==> src/rtl/tl_pkg.sv <==
// Shared constants for the traffic-light controller slice: the input debounce
// window and the 1 s tick timing, both derived from one clock frequency.
package tl_pkg;

  // System clock frequency; every timing constant below is derived from it.
  localparam int unsigned CLK_HZ = 100_000_000;

  // 10 ms debounce window at CLK_HZ.
  localparam int unsigned DEBOUNCE_CYCLES_DEFAULT = CLK_HZ / 100;
  localparam int unsigned DEBOUNCE_CNT_W_DEFAULT  = 20;

  // One-second tick used by the clock divider that produces one_sec_clk.
  localparam int unsigned ONE_SEC_TICKS = CLK_HZ;
  localparam int unsigned ONE_SEC_CNT_W = $clog2(ONE_SEC_TICKS);

endpackage

==> src/rtl/debounce_filter.sv <==
// Two-flop synchroniser followed by a stability counter. The output follows
// the synchronised input only after it has held a new level for
// DEBOUNCE_CYCLES consecutive cycles; any shorter excursion restarts the count.
module debounce_filter
  import tl_pkg::*;
#(
  parameter int unsigned DEBOUNCE_CYCLES = DEBOUNCE_CYCLES_DEFAULT,
  parameter int unsigned CNT_W           = DEBOUNCE_CNT_W_DEFAULT
) (
  input  logic clk,
  input  logic reset,
  input  logic in_raw,
  output logic out_stable
);

  // Terminal count; the counter never goes past it, so it cannot wrap.
  localparam logic [CNT_W-1:0] CNT_MAX = CNT_W'(DEBOUNCE_CYCLES - 1);

  logic             s1_r;
  logic             s2_r;
  logic             stable_r;
  logic [CNT_W-1:0] cnt_r;

  // Synchronise the raw pin and count how long it has disagreed with stable_r.
  always_ff @(posedge clk) begin
    if (reset) begin
      s1_r     <= 1'b0;
      s2_r     <= 1'b0;
      stable_r <= 1'b0;
      cnt_r    <= {CNT_W{1'b0}};
    end else begin
      s1_r <= in_raw;
      s2_r <= s1_r;
      if (s2_r == stable_r) begin
        cnt_r <= {CNT_W{1'b0}};
      end else if (cnt_r == CNT_MAX) begin
        stable_r <= s2_r;
        cnt_r    <= {CNT_W{1'b0}};
      end else begin
        cnt_r <= cnt_r + CNT_W'(1);
      end
    end
  end

  assign out_stable = stable_r;

endmodule

==> src/rtl/walk_sensor_conditioner.sv <==
// Conditions the raw walk button and side-street sensor for the traffic-light
// controller: debounced sensor level, plus a latched walk request that the
// controller clears with walkClear. A new press always wins over a clear.
module walk_sensor_conditioner
  import tl_pkg::*;
#(
  parameter int unsigned DEBOUNCE_CYCLES = DEBOUNCE_CYCLES_DEFAULT,
  parameter int unsigned CNT_W           = DEBOUNCE_CNT_W_DEFAULT
) (
  input  logic clk,
  input  logic reset,
  input  logic walkButton,
  input  logic sensor,
  input  logic walkClear,
  output logic walkRequest,
  output logic walkPressPulse,
  output logic sensorStable
);

  logic btn_stable_s;
  logic sensor_stable_s;
  logic btn_stable_d_r;
  logic press_s;
  logic walk_request_r;
  logic walk_press_pulse_r;

  debounce_filter #(
    .DEBOUNCE_CYCLES (DEBOUNCE_CYCLES),
    .CNT_W           (CNT_W)
  ) u_btn_filter (
    .clk        (clk),
    .reset      (reset),
    .in_raw     (walkButton),
    .out_stable (btn_stable_s)
  );

  debounce_filter #(
    .DEBOUNCE_CYCLES (DEBOUNCE_CYCLES),
    .CNT_W           (CNT_W)
  ) u_sensor_filter (
    .clk        (clk),
    .reset      (reset),
    .in_raw     (sensor),
    .out_stable (sensor_stable_s)
  );

  // Rising edge of the debounced button; releases produce nothing.
  always_comb begin
    press_s = btn_stable_s & ~btn_stable_d_r;
  end

  // Edge-detect history and the walk latch; set has priority over clear.
  always_ff @(posedge clk) begin
    if (reset) begin
      btn_stable_d_r     <= 1'b0;
      walk_request_r     <= 1'b0;
      walk_press_pulse_r <= 1'b0;
    end else begin
      btn_stable_d_r     <= btn_stable_s;
      walk_press_pulse_r <= press_s;
      if (press_s) begin
        walk_request_r <= 1'b1;
      end else if (walkClear) begin
        walk_request_r <= 1'b0;
      end else begin
        walk_request_r <= walk_request_r;
      end
    end
  end

  assign walkRequest    = walk_request_r;
  assign walkPressPulse = walk_press_pulse_r;
  assign sensorStable   = sensor_stable_s;

endmodule

==> config.mk <==
export PLATFORM = sky130hd
export DESIGN_NAME = walk_sensor_conditioner
export DESIGN_NICKNAME = d
export VERILOG_FILES = /design/src/rtl/tl_pkg.sv /design/src/rtl/debounce_filter.sv /design/src/rtl/walk_sensor_conditioner.sv
export SDC_FILE = /design/constraint.sdc
export NUM_CORES = 1
export LEC_CHECK = 0
export BUFFER_PORTS_ARGS = -buffer_cell sky130_fd_sc_hd__buf_2
export CAP_MARGIN = 40
export CORE_MARGIN = 2
export CORE_UTILIZATION = 43
export DETAILED_ROUTE_END_ITERATION = 6
export HOLD_SLACK_MARGIN = 0.05
export SLEW_MARGIN = 20
export SYNTH_ARGS = -nofsm -noshare
export SYNTH_HDL_FRONTEND = slang
export SYNTH_SLANG_ARGS = --single-unit
export TNS_END_PERCENT = 50
==> constraint.sdc <==
create_clock -name clk -period 5.9 [get_ports clk]
set_input_delay 1.18 -clock clk [delete_from_list [all_inputs] [get_ports clk]]
set_output_delay 1.18 -clock clk [all_outputs]
set_load 0.05 [all_outputs]
==> qor.yml <==
htreeDepth: 2
worst-path-buf-inv: 0
yosysWarnings: 0
reg2reg_slack_ns: 3.76
critPathMaxFanout: 19
vias: 1563
rsz0062_at_grt: "false"
leakage_nw: 0.697
dieHeight_um: 74
seqPwrFrac_pct: 56.8
combPwrFrac_pct: 1.3
p_per_area_nw_per_um2: 254
grt.overflow.total: 0
clock_latency_ns: 0.30
critPathCapture: "u_btn_filter.cnt_r[8]"
die_area_sq_um: 5480
p_clk_share_pct: 41.9
crit_family: "simple AND/OR/NAND/NOR gates"
crit_required_ns: 6.06
drtIter0Drc: 80
syn_nets: 240
worstHoldPathType: "flop to flop"
fin_setup_tns_ns: 0
holdBufCountCts: 0
cts_buffer_depth: 2
final_common_cell: "dfxtp_1"
start_util_pct: 44.6
ctsResizeCount: 0
status: "complete, no violations"
tightestPinTransition_ns: 0.806
synth_area_sq_um: 2110
portBuffers: 7
path_class: "flop to flop"
antenna_cells: 0
viasPerCell: 5.07
synth_adder_area_share_pct: 1.19
synth_cell_types: 37
seq_area_frac_synth_pct: 46.6
grt_pass1_vias: 1393
cts_setup_buffers: 0
fin_crit_sh_pct: 36.2
cts.sinks: 49
first_pass_iters: 4
clk_pin_slew_worst_paths_ns: 0.09
power.switching_uw: 113
grt_pass1_wl_mm: 6.13
max_freq_mhz: 468
final_cell_mix: "dfxtp_1 (49), nor2_1 (30), xnor2_1 (13), a21oi_1 (13)"
finClkSkew_ns: 0.00579
layout_setup_ws_ns: 3.76
post-place-ws_ns: 3.79
fin_area_sq_um: 2310
cts_tree: "yes"
area_delta_synth_final_pct: 9.44
synthCells: 233
rows: 25
synthXorXnorAreaFrac_pct: 10.4
synth_seq_cells: 49
cpMaxStageDelayCell: "o21ai_2"
maxCapViolations: 0
fin_util_pct: 48.8
relSlewSlack_pct: 46.2
post-route-min-period_ns: 2.14
synth_top_family_by_area: "simple AND/OR/NAND/NOR gates"
vdd_drop_max_uv: 197
met2_length_mm: 1.66
antenna_found_initial: 0
cts_root_buffer: "clkbuf_8"
place_congestion: 0.754
slew_violations: 0
syn_area_per_cell_sq_um: 9.04
grt_max_degree: 20
track_usage_pct: 14.5
crit_path_max_incr_delay_ns: 0.66
ant_nets: 0
sw_frac_of_total_pct: 19.3
setup_violations: 0
cp.arrival_ns: 2.29
post_drt_wl_per_cell_um: 11.7
reg2reg_depth: 5
ioPinCount: 8
crit_path_start_kind: "flop"
routed_wl_mm: 3.59
fin_nets: 247
synthSimpleGateAreaFrac_pct: 28.9
drive_above_1_share_pct: 8.71
hold_viol: 0
r2r-end: "u_btn_filter.cnt_r[8]"
place_area_sq_um: 2190
critPathCaptureType: "flop"
place_inst: 300
synth_mux_area_share_pct: 0
dpl.hpwl_mm: 2.45
numCtsBuffers: 5
top_layer: "met4"
route.met3.wl_um: 86
drc_errors: 0
core_sq_um: 4720
die_x_um: 74
layout.cells.non_filler: 308
p_int_uw: 473
r2r-start: "u_btn_filter.cnt_r[0]"
crit_chain: "ha_1 -> nand3_1 -> or2_2 -> o21ai_2 -> nor2_1"
synth-compound-area-share_pct: 9.80
path_depth: 5
critPathLaunch: "u_btn_filter.cnt_r[0]"
drt-met1-wl_mm: 1.78
==> cell usage after synthesis <==
cell,instances,share of area (%)
or4_4,1,0.53
clkbuf_1,4,0.71
or2_2,1,0.30
ha_1,2,1.2
nand3_1,12,2.9
and4_2,1,0.48
nor3b_1,1,0.36
nor4b_1,4,1.7
o21ba_2,1,0.48
and2_1,2,0.59
o31ai_1,5,1.8
nor2b_1,7,2.1
nand4_1,8,2.4
xnor2_1,13,5.4
nand4b_1,1,0.42
a21o_1,1,0.36
nor3_1,4,0.95
and4_1,4,1.7
nand2_1,12,2.1
buf_6,1,0.53
o21ai_0,9,2.1
a21oi_1,13,3.1
inv_1,8,1.4
nor4bb_1,1,0.48
xor2_1,12,5.0
dfxtp_1,49,47
nand4_2,1,0.59
nor4_1,3,0.89
o21a_1,1,0.36
nor2_1,30,5.3
o21ai_4,1,0.77
o41ai_1,1,0.42
o21ai_2,1,0.42
or4_1,5,1.8
or4b_1,1,0.48
or3_1,10,3.0
buf_2,2,0.48
==> area by class of cell <==
| type | count | area (sq um) |
|---|---|---|
| clock inverters | 1 | 30.0 |
| inverters | 8 | 30.0 |
| multi-input cells | 169 | 1060 |
| flip-flops and latches | 49 | 981 |
| repair buffers | 7 | 35.0 |
| well taps | 67 | 83.8 |
| clock buffers | 7 | 86.3 |
| fillers | 445 | 2420 |
==> worst min-delay path by stage <==
| stage | endpoint | depth (start not counted) | startpoint |
|---|---|---|---|
| finish | walkPressPulse | 1 | btn_stable_d_r |
| global route | walkPressPulse | 1 | btn_stable_d_r |
| CTS | walkPressPulse | 1 | btn_stable_d_r |
| detailed placement | walkPressPulse | 1 | btn_stable_d_r |
| global placement | walkPressPulse | 1 | btn_stable_d_r |
| floorplan | walkPressPulse | 1 | btn_stable_d_r |
==> per-layer routing <==
layer / GRT usage (%) / vias up
li1: - / 839
met1: 18.6 / 706
met2: 22.5 / 11
met3: 3.66 / 7
met4: 7.47 / 0
met5: 0 / -
==> power by group through the flow <==
stage               combinational [mW]  sequential, mW  clock, mW
global route                   0.00822           0.333      0.266
CTS                            0.00750           0.333      0.253
floorplan                      0.00540           0.341          0
global placement               0.00743           0.341          0
finish                         0.00741           0.333      0.246
detailed placement             0.00744           0.341          0
==> cells by family (layout without fill, tap and decap cells) <==
logic type,Yosys count,count (layout)
simple gates,109,109
fa+ha+maj,2,2
flops,49,49
xor+xnor,25,25
buf+inv,15,23
compound gates,33,33
==> sequential cells by signal, summed over array words and instances (netlist names) <==
register                    cells
u_btn_filter.cnt_r             20
u_sensor_filter.cnt_r          20
btn_stable_d_r                  1
u_btn_filter.out_stable         1
u_btn_filter.s1_r               1
u_btn_filter.s2_r               1
u_sensor_filter.out_stable      1
u_sensor_filter.s1_r            1
u_sensor_filter.s2_r            1
walkPressPulse                  1
walkRequest                     1
==> stage by stage <==
| step | hold slack, ns | power (mW) |
|---|---|---|
| 3_5_place_dp | 0.391 | 0.348 |
| 6_report | 0.401 | 0.586 |
| 3_3_place_gp | 0.396 | 0.348 |
| 4_1_cts | 0.404 | 0.593 |
| 5_1_grt | 0.414 | 0.608 |
| 2_1_floorplan | 0.379 | 0.346 |
Power figures use the tool's default switching activity.
